==> src/rtl/risc_pkg.sv <==
// Shared RISC core definitions: stack sizing and the stack operation decode.
package risc_pkg;

    localparam int stack_depth = 16;

    typedef enum logic [1:0] {STK_NONE, STK_PUSH, STK_POP, STK_REPL} e_stack_op;

    function automatic e_stack_op stack_decode(input logic push, input logic pop);
        case ({push, pop})
            2'b10:   return STK_PUSH;
            2'b01:   return STK_POP;
            2'b11:   return STK_REPL;
            default: return STK_NONE;
        endcase
    endfunction

endpackage

==> src/rtl/risc_stack_mem.sv <==
// WIDTH x DEPTH register array: one synchronous write port, combinational top read
// port, plus a peek read port when RISC_STACK_PEEK_EN is defined.
module risc_stack_mem #(
    parameter int WIDTH = 8,
    parameter int DEPTH = 16
) (
    input  logic                     clk,
    input  logic                     we,
    input  logic [$clog2(DEPTH)-1:0] waddr,
    input  logic [WIDTH-1:0]         wdata,
    input  logic [$clog2(DEPTH)-1:0] raddr,
    output logic [WIDTH-1:0]         rdata
`ifdef RISC_STACK_PEEK_EN
    ,
    input  logic [$clog2(DEPTH)-1:0] peek_addr,
    output logic [WIDTH-1:0]         peek_rdata
`endif
);

    // Contents are intentionally not reset; the pointer alone defines validity.
    logic [WIDTH-1:0] mem_q [DEPTH];

    always_ff @(posedge clk) begin
        if (we) mem_q[waddr] <= wdata;
    end

    assign rdata = mem_q[raddr];

`ifdef RISC_STACK_PEEK_EN
    assign peek_rdata = mem_q[peek_addr];
`endif

endmodule

==> src/rtl/risc_stack.sv <==
// Parametrised LIFO for PUSH/POP with replace-top and sticky overflow/underflow.
// Optional debug peek port enabled by defining RISC_STACK_PEEK_EN.
module risc_stack
    import risc_pkg::*;
#(
    parameter int WIDTH = 8,
    parameter int DEPTH = stack_depth
) (
    input  logic                       clk,
    input  logic                       rst,
    input  logic                       push,
    input  logic                       pop,
    input  logic [WIDTH-1:0]           din,
    input  logic                       err_clr,
    output logic [WIDTH-1:0]           dout,
    output logic                       empty,
    output logic                       full,
    output logic [$clog2(DEPTH+1)-1:0] count,
    output logic                       overflow,
    output logic                       underflow
`ifdef RISC_STACK_PEEK_EN
    ,
    input  logic [$clog2(DEPTH)-1:0]   peek_idx,
    output logic [WIDTH-1:0]           peek_data
`endif
);

    localparam int AW = $clog2(DEPTH);
    localparam int CW = $clog2(DEPTH+1);

    logic [CW-1:0]    count_q, count_d;
    logic             ovf_q, ovf_d;
    logic             udf_q, udf_d;
    logic             we;
    logic [AW-1:0]    waddr;
    logic [AW-1:0]    top_idx;
    logic [WIDTH-1:0] top_rdata;
    e_stack_op        op;

    assign op      = stack_decode(push, pop);
    assign empty   = (count_q == '0);
    assign full    = (count_q == CW'(DEPTH));
    assign top_idx = AW'(count_q - CW'(1));

    always_comb begin
        count_d = count_q;
        we      = 1'b0;
        waddr   = top_idx;
        // A fresh error in the same cycle outranks err_clr.
        ovf_d   = ovf_q & ~err_clr;
        udf_d   = udf_q & ~err_clr;
        case (op)
            STK_PUSH: begin
                if (!full) begin
                    we      = 1'b1;
                    waddr   = AW'(count_q);
                    count_d = count_q + CW'(1);
                end else begin
                    ovf_d = 1'b1;
                end
            end
            STK_POP: begin
                if (!empty) count_d = count_q - CW'(1);
                else        udf_d   = 1'b1;
            end
            STK_REPL: begin
                we = 1'b1;
                if (empty) begin
                    waddr   = '0;
                    count_d = CW'(1);
                    udf_d   = 1'b1;
                end
            end
            default: ;
        endcase
    end

    always_ff @(posedge clk) begin
        if (rst) begin
            count_q <= '0;
            ovf_q   <= 1'b0;
            udf_q   <= 1'b0;
        end else begin
            count_q <= count_d;
            ovf_q   <= ovf_d;
            udf_q   <= udf_d;
        end
    end

`ifdef RISC_STACK_PEEK_EN
    logic [WIDTH-1:0] peek_rdata;
    logic [AW-1:0]    peek_addr;
    assign peek_addr = AW'(count_q - CW'(1) - CW'(peek_idx));
`endif

    risc_stack_mem #(.WIDTH(WIDTH), .DEPTH(DEPTH)) u_mem (
        .clk   (clk),
        .we    (we & ~rst),
        .waddr (waddr),
        .wdata (din),
        .raddr (top_idx),
        .rdata (top_rdata)
`ifdef RISC_STACK_PEEK_EN
        ,
        .peek_addr  (peek_addr),
        .peek_rdata (peek_rdata)
`endif
    );

    assign dout      = empty ? '0 : top_rdata;
    assign count     = count_q;
    assign overflow  = ovf_q;
    assign underflow = udf_q;

`ifdef RISC_STACK_PEEK_EN
    assign peek_data = (CW'(peek_idx) < count_q) ? peek_rdata : '0;
`endif

endmodule

==> config.mk <==
export PLATFORM = sky130hd
export DESIGN_NAME = risc_stack
export DESIGN_NICKNAME = d
export VERILOG_FILES = /design/src/rtl/risc_pkg.sv /design/src/rtl/risc_stack_mem.sv /design/src/rtl/risc_stack.sv
export SDC_FILE = /design/constraint.sdc
export NUM_CORES = 1
export LEC_CHECK = 0
export ABC_AREA = 0
export ABC_CLOCK_PERIOD_IN_PS = 8100
export CAP_MARGIN = 0
export CELL_PAD_IN_SITES_DETAIL_PLACEMENT = 1
export CELL_PAD_IN_SITES_GLOBAL_PLACEMENT = 1
export CORE_MARGIN = 8
export CORE_UTILIZATION = 58
export CTS_BUF_LIST = sky130_fd_sc_hd__clkbuf_4 sky130_fd_sc_hd__clkbuf_8
export CTS_CLUSTER_SIZE = 8
export DETAILED_ROUTE_END_ITERATION = 10
export HOLD_SLACK_MARGIN = 0.15
export PLACE_DENSITY = 0.92
export SYNTH_ARGS = -nofsm -noshare
export SYNTH_HDL_FRONTEND = slang
export SYNTH_SLANG_ARGS = --single-unit
export TNS_END_PERCENT = 30
==> constraint.sdc <==
create_clock -name clk -period 8.1 [get_ports clk]
set_input_delay 2.43 -clock clk [delete_from_list [all_inputs] [get_ports clk]]
set_output_delay 2.43 -clock clk [all_outputs]
set_load 0.01 [all_outputs]
* Word-level counts from Yosys, hierarchy flattened
Memory sizes are Yosys's and may differ from the RTL's.
Cells that the tools add are included.
** Operators by class
- Add/subtract/negate cells :: 2
- Equal/unequal tests :: 10
- Muxes and demuxes :: 17
- Bitwise gates (word level) :: 5
- Reduce and logical (&&, ||, !) cells :: 4
** Operator list (number)
- two-way mux 5 bit :: 3
- case mux 5 bit (3 select lines) :: 1
- == test 2 bit (second input constant) :: 4
- two-way mux 4 bit :: 2
- two-way mux 8 bit :: 1
- case mux 4 bit (2 select lines) :: 1
- two-way mux 1 bit :: 7
- != test 2 bit (second input constant) :: 3
- case mux 2 bit (3 select lines) :: 1
- adder 5 x 1 -> 5 bit (second input constant) :: 1
- == test 5 bit (second input constant) :: 1
- zero test 5 bit :: 1
- subtractor 5 x 1 -> 5 bit (second input constant) :: 1
- == test 2 x 1 -> 1 bit (second input constant) :: 2
- AND reduction 4 bit :: 1
- AND 1 bit :: 3
- nonzero test 3 bit :: 1
- NOT 1 bit :: 2
- case mux 1 bit (2 select lines) :: 1
- OR reduction 2 bit :: 1
** Storage, ports and cells
- Register bits :: 7
- Memory bits (writable) :: 128
- Bits of input ports :: 13
- Output and inout port bits :: 17
- Word-level logic and storage cells :: 42
- Memories :: 1
** Memories
- u_mem.mem_q :: words 16, bits a word 8, rd ports 1, clocked after memory_dff 0, wr ports 1, line risc_stack_mem.sv:21 : logic [WIDTH-1:0] mem_q [DEPTH];

* Longest topological paths before layout
Gate-level depths: netlist of run 1.
- Depth after elaboration :: 7
- Depth in mapped cells :: 11

* Modules after synthesis
A second synthesis of run 1 with hierarchy kept.
** Second synthesis, totals
- Cell total of the unflattened synthesis :: 321
- Area, all modules :: 5723.0 µm²
** Modules (own cells, without submodules)
- risc_stack_mem :: times used 1, cells each 221, area each 4987.3 µm², sequential area each 3843.7 µm²
- risc_stack :: times used 1, cells each 100, area each 735.7 µm², sequential area each 140.1 µm²

* Least setup slack after synthesis of run 1
No wires, ideal clock.
- Kind :: register to output
- Start point :: reg count_q[0] (netlist: count[0])
- End point :: out dout[5]
- Arrival :: 3082 ps
- Path slack :: 2588 ps
- Cell stages (with the launch flop) :: 11
- Path buffers :: 5
- Cells stage by stage :: dfxtp_1 -> buf_2 -> buf_1 -> clkbuf_1 -> inv_1 -> ha_1 -> clkbuf_1 -> clkbuf_1 -> mux4_2 -> mux2i_1 -> o22ai_1
** Between the ends
- Word-level cells in the longest chain between the ends :: 3
- Elaborated cells on any way between the ends :: 4
** Ends and longest elaborated chain
- start, declared :: line risc_stack.sv:31 : logic [CW-1:0] count_q, count_d;
- start signal, assigned :: line risc_stack.sv:84 : count_q <= count_d;
- subtractor 5 x 1 -> 5 bit
- memory read (16 x 8 bit)
- two-way mux 8 bit (*) :: line risc_stack.sv:110 : assign dout = empty ? '0 : top_rdata;
- end, declared :: line risc_stack.sv:15 : output logic [WIDTH-1:0] dout,
Mark *: on every way between the ends. The rest lies on a longest branch, timed or not.

* Final worst setup path of run 1
- Start point :: reg count_q[1] (netlist: count[1])
- End point :: out dout[7]
Same word-level chain as after synthesis.

==> flow_metrics.env, run 1 <==
export IMPL_outcome="complete, no violations"
export IMPL_ant_nets=0
export IMPL_worstHoldPathType="flip-flop to flip-flop"
export IMPL_syn_nets=336
export IMPL_yosys_area_top_type="edfxtp_1"
export IMPL_clkTransAtPathRegs_ns=0.08
export IMPL_rsz0062_at_grt="no"
export IMPL_postCtsHoldBufs=0
export IMPL_pre_cts_ws_ns=2.37
export IMPL_start_kind="flip-flop"
export IMPL_areaGrowthSynthToFinish_pct=14.0
export IMPL_yosys_warnings=0
export IMPL_cts_buffer_depth=2
export IMPL_grt_pass1_wl_mm=20.1
export IMPL_slew_headroom=0.425
export IMPL_async_flop_share=0
export IMPL_ctsResizeCount=0
export IMPL_worst_pin_slew_ns=0.859
export IMPL_die_area_sq_um=13200
export IMPL_globalplace_congestion=0.857
export IMPL_crit_type="flip-flop to output pin"
export IMPL_hp_start="count[4]$_SDFFE_PP0P_"
export IMPL_nNetsFinal=369
export IMPL_worst_path_max_fanout=35
export IMPL_drt_iter0_drc=245
export IMPL_maxCapViolations=0
export IMPL_finalSetupViolCount=0
export IMPL_path_cells="inv_1 > ha_1 > buf_4 > mux4_2 > mux2i_1 > o22ai_1 > clkdlybuf4s50_1"
export IMPL_grt_max_degree=49
export IMPL_coreArea_sq_um=9640
export IMPL_p_per_area_nw_per_um2=378
export IMPL_slew_violations=0
export IMPL_cts_root_buf="clkbuf_8"
export IMPL_hold_viol=0
export IMPL_cts_tree="done"
export IMPL_leakage_nw=2.06
export IMPL_r2r_end="u_mem.mem_q[2][6]$_DFFE_PP_"
export IMPL_synth_yosys_seq_area_share=0.702
export IMPL_antenna_found_initial=0
export IMPL_required_ns=5.67
export IMPL_synth_area_sq_um=5680
export IMPL_clock_sinks=135
export IMPL_timing_critical_path_buf_inv=3
export IMPL_synth_seq_cells=135
export IMPL_global_route_usage_total=0.214
export IMPL_arrival_ns=3.27
export IMPL_die_w_um=115
export IMPL_worstReg2RegStart="count[1]$_SDFFE_PP0P_"
export IMPL_skew_ns=0.0126
export IMPL_grt_overflow=0
export IMPL_fin_cells=499
export IMPL_diodes=0
export IMPL_initial_utilization=0.589
export IMPL_synth_distinct_cells=44
export IMPL_clk_latency_ns=0.45
export IMPL_h_tree_depth=4
export IMPL_critPathSlowestCell="clkdlybuf4s50_1"
export IMPL_holdPathStages=2
export IMPL_drt_wl_total_mm=13.0
export IMPL_critPathMaxStageDelay_ns=0.56
export IMPL_synth_edff_count=128
export IMPL_worst_slack_ns=2.40
export IMPL_vias=3097
export IMPL_synth_area_leaders="edfxtp_1 68%, mux4_2 13%, mux2i_1 2.8%"
export IMPL_max_freq_mhz=175
export IMPL_pin_count=30
export IMPL_crit_family="buffers and inverters"
export IMPL_rows=36
export IMPL_dieHeight_um=115
export IMPL_first_pass_iters=4
export IMPL_fin_crit_sh=0.704
export IMPL_post_drt_via_cell_ratio=6.21
export IMPL_ir_drop_v=0.000386
export IMPL_cts_setup_buffers=0
export IMPL_synth_cells=320
export IMPL_wl_per_cell_um=26.0
export IMPL_synthFlopType="edfxtp_1"
export IMPL_placed_cells=467
export IMPL_synth_top_cell_area_share=0.677
export IMPL_numPortBuffers=29
export IMPL_hold_path_end="count[0]$_SDFFE_PP0P_"
export IMPL_fin_setup_tns_ns=0
export IMPL_dp_hpwl_mm=8.74
export IMPL_utilization=0.671
export IMPL_grt_pass1_vias=3330
export IMPL_cp_end_kind="output pin"
export IMPL_avgSynthCellArea_sq_um=17.7
export IMPL_rr_worst_depth=7
export IMPL_cts_made_buffers=17
export IMPL_drive_gt1_frac=0.199
export IMPL_period_minus_slack_ns=5.70
export IMPL_r2r_slack_ns=4.53
export IMPL_drc=0
through the flow:
stage / hold slack [ns] / power, mW / area (sq um)
2_1_floorplan: 0.622 / 1.54 / 5680
3_3_place_gp: 0.591 / 1.85 / 6070
3_5_place_dp: 0.613 / 1.89 / 6070
4_1_cts: 0.631 / 2.46 / 6470
5_1_grt: 0.661 / 2.55 / 6470
6_report: 0.612 / 2.45 / 6470
power breakdown:
group | leakage (nW) | total, mW | switching [mW] | internal (mW)
clock | 0.201 | 0.568 | 0.259 | 0.309
sequential | 1.21 | 0.852 | 0.0263 | 0.826
combinational | 0.651 | 1.03 | 0.558 | 0.468
total | 2.06 | 2.45 | 0.843 | 1.60
cells in the mapped netlist (3+ instances only):
cell,count
edfxtp_1,128
mux4_2,32
nor2_1,30
mux2i_1,16
nor2b_1,10
o22ai_1,10
a21oi_1,9
clkbuf_1,8
dfxtp_1,7
inv_1,7
buf_2,5
nand2_1,5
nand3_1,5
o21ai_0,4
a31oi_1,3
buf_1,3
ha_1,3
state kept, by name, indices dropped and copies added, names as in the netlist:
register / flops
u_mem.mem_q: 128
overflow: 1
count: 5
underflow: 1
logic make-up after synthesis:
| kind of cell | after synthesis | synth area share |
|---|---|---|
| muxes | 48 | 0.155 |
| buffers and inverters | 25 | 0.0203 |
| xor gates and xnor gates | 3 | 0.00595 |
| and+or+nand+nor | 64 | 0.0582 |
| DFF | 135 | 0.702 |
| adders and majority gates | 3 | 0.00661 |
| AOI/OAI and AO/OA | 42 | 0.0522 |
how the worst max path moves through the flow:
stage,start,end,depth (start not counted),slack [ns]
finish,count[1]$_SDFFE_PP0P_,dout[7],7,2.40
global route,count[1]$_SDFFE_PP0P_,dout[7],7,2.22
CTS,count[1]$_SDFFE_PP0P_,dout[7],7,2.35
detailed placement,push,u_mem.mem_q[14][5]$_DFFE_PP_,6,2.37
global placement,push,u_mem.mem_q[14][3]$_DFFE_PP_,6,2.53
floorplan,count[0]$_SDFFE_PP0P_,dout[5],10,2.59
worst register-to-register path, stage by stage, from the launching register on:
cell	delay, ns
dfxtp_1	0.40
inv_1	0.17
ha_1	0.23
or3b_1	0.52
a211oi_4	0.40
a2bb2oi_2	0.28
or4b_4	0.54
nor2_1	0.64
per-layer routing:
metal | routed length (um) | GRT usage | vias to the layer above
met3 | 1010 | 0.0546 | 19
met1 | 5180 | 0.277 | 1591
met5 | 0 | 0 | -
li1 | - | - | 1363
met4 | 215 | 0.0797 | 0
met2 | 6590 | 0.345 | 124
cell usage in the layout (no fill, tap or decap), types with 2 or more instances in the layout:
master             n
edfxtp_1         128
mux4_2            32
nor2_1            30
clkdlybuf4s50_1   29
clkbuf_8          17
mux2i_1           16
nor2b_1           10
o22ai_1           10
a21oi_1            9
inv_1              7
dfxtp_1            6
nand2_1            5
nand3_1            5
o21ai_0            4
clkinv_2           4
a31oi_1            3
ha_1               3
bufinv_16          3
clkinvlp_4         3
buf_4              3
or3b_1             2
a21o_1             2
a32oi_1            2
nand2b_1           2
a211o_1            2
or3_1              2
a211oi_1           2
clkbuf_4           2
inv_6              2
layout make-up:
cell class / instances / area (sq um)
clock buffer: 19 / 249
clock inverter: 13 / 154
fill: 845 / 3170
inverter: 7 / 26.3
multi-input combinational: 160 / 1580
sequential: 135 / 3990
tap: 133 / 166
timing repair buffer: 32 / 313
(Power assumes the default switching activity.)
==> inputs of run 2 (changes only) <==
--- a/config.mk
+++ b/config.mk
@@ -6,17 +6,17 @@
 export NUM_CORES = 1
 export LEC_CHECK = 0
 export ABC_AREA = 0
-export ABC_CLOCK_PERIOD_IN_PS = 8100
+export ABC_CLOCK_PERIOD_IN_PS = 5400
 export CAP_MARGIN = 0
 export CELL_PAD_IN_SITES_DETAIL_PLACEMENT = 1
 export CELL_PAD_IN_SITES_GLOBAL_PLACEMENT = 1
 export CORE_MARGIN = 8
-export CORE_UTILIZATION = 58
+export CORE_UTILIZATION = 53
 export CTS_BUF_LIST = sky130_fd_sc_hd__clkbuf_4 sky130_fd_sc_hd__clkbuf_8
 export CTS_CLUSTER_SIZE = 8
 export DETAILED_ROUTE_END_ITERATION = 10
 export HOLD_SLACK_MARGIN = 0.15
-export PLACE_DENSITY = 0.92
+export PLACE_DENSITY = 0.85
 export SYNTH_ARGS = -nofsm -noshare
 export SYNTH_HDL_FRONTEND = slang
 export SYNTH_SLANG_ARGS = --single-unit
==> constraint.sdc (replaced) <==
create_clock -name clk -period 5.4 [get_ports clk]
set_input_delay 1.62 -clock clk [delete_from_list [all_inputs] [get_ports clk]]
set_output_delay 1.62 -clock clk [all_outputs]
set_load 0.01 [all_outputs]
==> run 2 against run 1 <==
Compared with the run above:
- critical path depth did not move
- flip-flop and latch count did not move
- sequential share of layout area fell by 0.083 points
- combinational power rose by 49%
- setup slack got worse by 2.1 ns
- utilization fell by 4.6 points
- sequential power rose by 54%
- via count rose by 1.9%
- global-route usage fell by 0.99 points
- cell count rose by 1.0%
- first-iteration DRC count rose by 11%
==> flow_metrics.env, run 2 (same netlist as run 1, synthesis figures left out) <==
export IMPL_outcome="complete, no violations"
export IMPL_nNetsFinal=371
export IMPL_holdPathStages=3
export IMPL_pin_count=30
export IMPL_global_route_usage_total=0.204
export IMPL_critPathSlowestCell="dfxtp_2"
export IMPL_path_cells="inv_1 > ha_1 > buf_4 > mux4_2 > mux2i_1 > o22ai_1 > clkdlybuf4s50_1"
export IMPL_rows=37
export IMPL_cts_setup_buffers=0
export IMPL_multiInputGateArea_sq_um=1580
export IMPL_ctsResizeCount=0
export IMPL_dpl_cell_area_sq_um=6090
export IMPL_hold_path_end="underflow$_SDFF_PP0_"
export IMPL_p_comb_frac=0.420
export IMPL_h_tree_depth=4
export IMPL_utilization=0.625
export IMPL_grt_max_degree=36
export IMPL_internal_power_mw=2.37
export IMPL_start_kind="flip-flop"
export IMPL_p_switching_mw=1.28
export IMPL_finalSetupViolCount=0
export IMPL_max_freq_mhz=198
export IMPL_drc=0
export IMPL_dieHeight_um=120
export IMPL_maxCapViolations=0
export IMPL_die_w_um=120
export IMPL_r2r_end="u_mem.mem_q[0][1]$_DFFE_PP_"
export IMPL_postCtsHoldBufs=0
export IMPL_grt_overflow=0
export IMPL_crit_type="flip-flop to output pin"
export IMPL_areaGrowthSynthToFinish_pct=14.1
export IMPL_share_seq_of_total_power=0.357
export IMPL_drt_wl_total_mm=13.9
export IMPL_fillerInstances=901
export IMPL_initial_utilization=0.548
export IMPL_power_frac_clock=0.223
export IMPL_leakage_nw=2.06
export IMPL_numPortBuffers=29
export IMPL_seq_area_sq_um=3990
export IMPL_clk_latency_ns=0.43
export IMPL_worstHoldPathType="flip-flop to flip-flop"
export IMPL_coreArea_sq_um=10400
export IMPL_critPathMaxStageDelay_ns=0.64
export IMPL_first_pass_iters=4
export IMPL_clkTransAtPathRegs_ns=0.08
export IMPL_clock_sinks=135
export IMPL_ant_nets=0
export IMPL_design_area_sq_um=6480
export IMPL_drt_iter0_drc=271
export IMPL_grt_pass1_vias=3413
export IMPL_largest_register_ffs=128
export IMPL_hold_viol=0
export IMPL_rr_worst_depth=7
export IMPL_slew_headroom=0.415
export IMPL_layout_common_cells="128 x edfxtp_1, 32 x mux4_2, 30 x nor2_1"
export IMPL_period_minus_slack_ns=5.06
export IMPL_finalPower_mw=3.66
export IMPL_worst_pin_slew_ns=0.874
export IMPL_wl_per_cell_um=27.5
export IMPL_vias=3156
export IMPL_hp_start="underflow$_SDFF_PP0_"
export IMPL_p_per_area_nw_per_um2=564
export IMPL_regMostFlops="u_mem.mem_q"
export IMPL_cp_end_kind="output pin"
export IMPL_rsz0062_at_grt="no"
export IMPL_antenna_found_initial=0
export IMPL_fin_crit_sh=0.937
export IMPL_fin_setup_tns_ns=0
export IMPL_slew_violations=0
export IMPL_cts_made_buffers=17
export IMPL_worst_path_max_fanout=35
export IMPL_switching_share=0.351
export IMPL_r2r_slack_ns=1.70
export IMPL_arrival_ns=3.44
export IMPL_cts_root_buf="clkbuf_8"
export IMPL_dp_hpwl_mm=9.19
export IMPL_post_drt_via_cell_ratio=6.26
export IMPL_die_area_sq_um=14300
export IMPL_skew_ns=0.0118
export IMPL_diodes=0
export IMPL_cts_buffer_depth=2
export IMPL_globalplace_congestion=0.751
export IMPL_cts_tree="done"
export IMPL_ir_drop_v=0.000363
export IMPL_layout_commonest_cell="edfxtp_1"
export IMPL_drive_gt1_frac=0.204
export IMPL_worstReg2RegStart="count[0]$_SDFFE_PP0P_"
export IMPL_grt_pass1_wl_mm=21.5
export IMPL_required_ns=3.78
run 2: cell count changes in the layout (fill, tap and decap cells not counted):
| cell | before | now |
|---|---|---|
| buf_4 | 3 | 5 |
| bufinv_16 | 3 | 2 |
| clkinvlp_4 | 3 | 4 |
| clkinv_4 | 0 | 3 |
| clkbuf_8 | 17 | 18 |
| clkinv_2 | 4 | 2 |
| inv_6 | 2 | 0 |
run 2: layout make-up:
type,instances,area share
Multi-Input combinational cell,160,0.244
Clock buffer,20,0.0405
Timing Repair Buffer,34,0.0506
Tap cell,136,0.0263
Clock inverter,12,0.0201
Sequential cell,135,0.615
Inverter,7,0.00405
run 2: how the worst max path moves through the flow:
stage / to / slack (ns) / start
after detailed placement: dout[5] / 0.78 / count[0]$_SDFFE_PP0P_
after floorplan: dout[5] / 0.70 / count[0]$_SDFFE_PP0P_
after global routing: dout[1] / 0.09 / count[0]$_SDFFE_PP0P_
final: dout[4] / 0.34 / count[0]$_SDFFE_PP0P_
after global placement: dout[4] / 0.92 / count[0]$_SDFFE_PP0P_
after CTS: dout[4] / 0.28 / count[0]$_SDFFE_PP0P_
run 2: stage by stage:
step | setup slack, ns | std cells | hold WS, ns
after floorplan | 0.698 | 320 | 0.622
after global placement | 0.918 | 472 | 0.579
after detailed placement | 0.777 | 472 | 0.585
after CTS | 0.281 | 504 | 0.616
after global routing | 0.0930 | 504 | 0.671
final | 0.342 | 504 | 0.605
run 2: power groups by stage:
stage	clock (mW)	combinational (mW)	sequential, mW
2_1_floorplan	0	1.02	1.28
3_3_place_gp	0	1.46	1.32
3_5_place_dp	0	1.53	1.33
4_1_cts	0.826	1.55	1.31
5_1_grt	0.865	1.64	1.32
6_report	0.814	1.53	1.31
run 2: worst max-delay path: cells and delay by family, from the launching register on:
kind | cells | cell delay, ns
buf+inv | 3 | 1.15
flops | 1 | 0.64
compound gates | 1 | 0.16
mux | 2 | 0.68
fa+ha+maj | 1 | 0.35
run 2: routing by layer:
layer	global-route usage	up-vias	share of wire
li1	-	1360	-
met1	0.259	1653	0.43
met2	0.334	119	0.51
met3	0.0459	24	0.048
met4	0.0898	0	0.020
met5	0	-	0
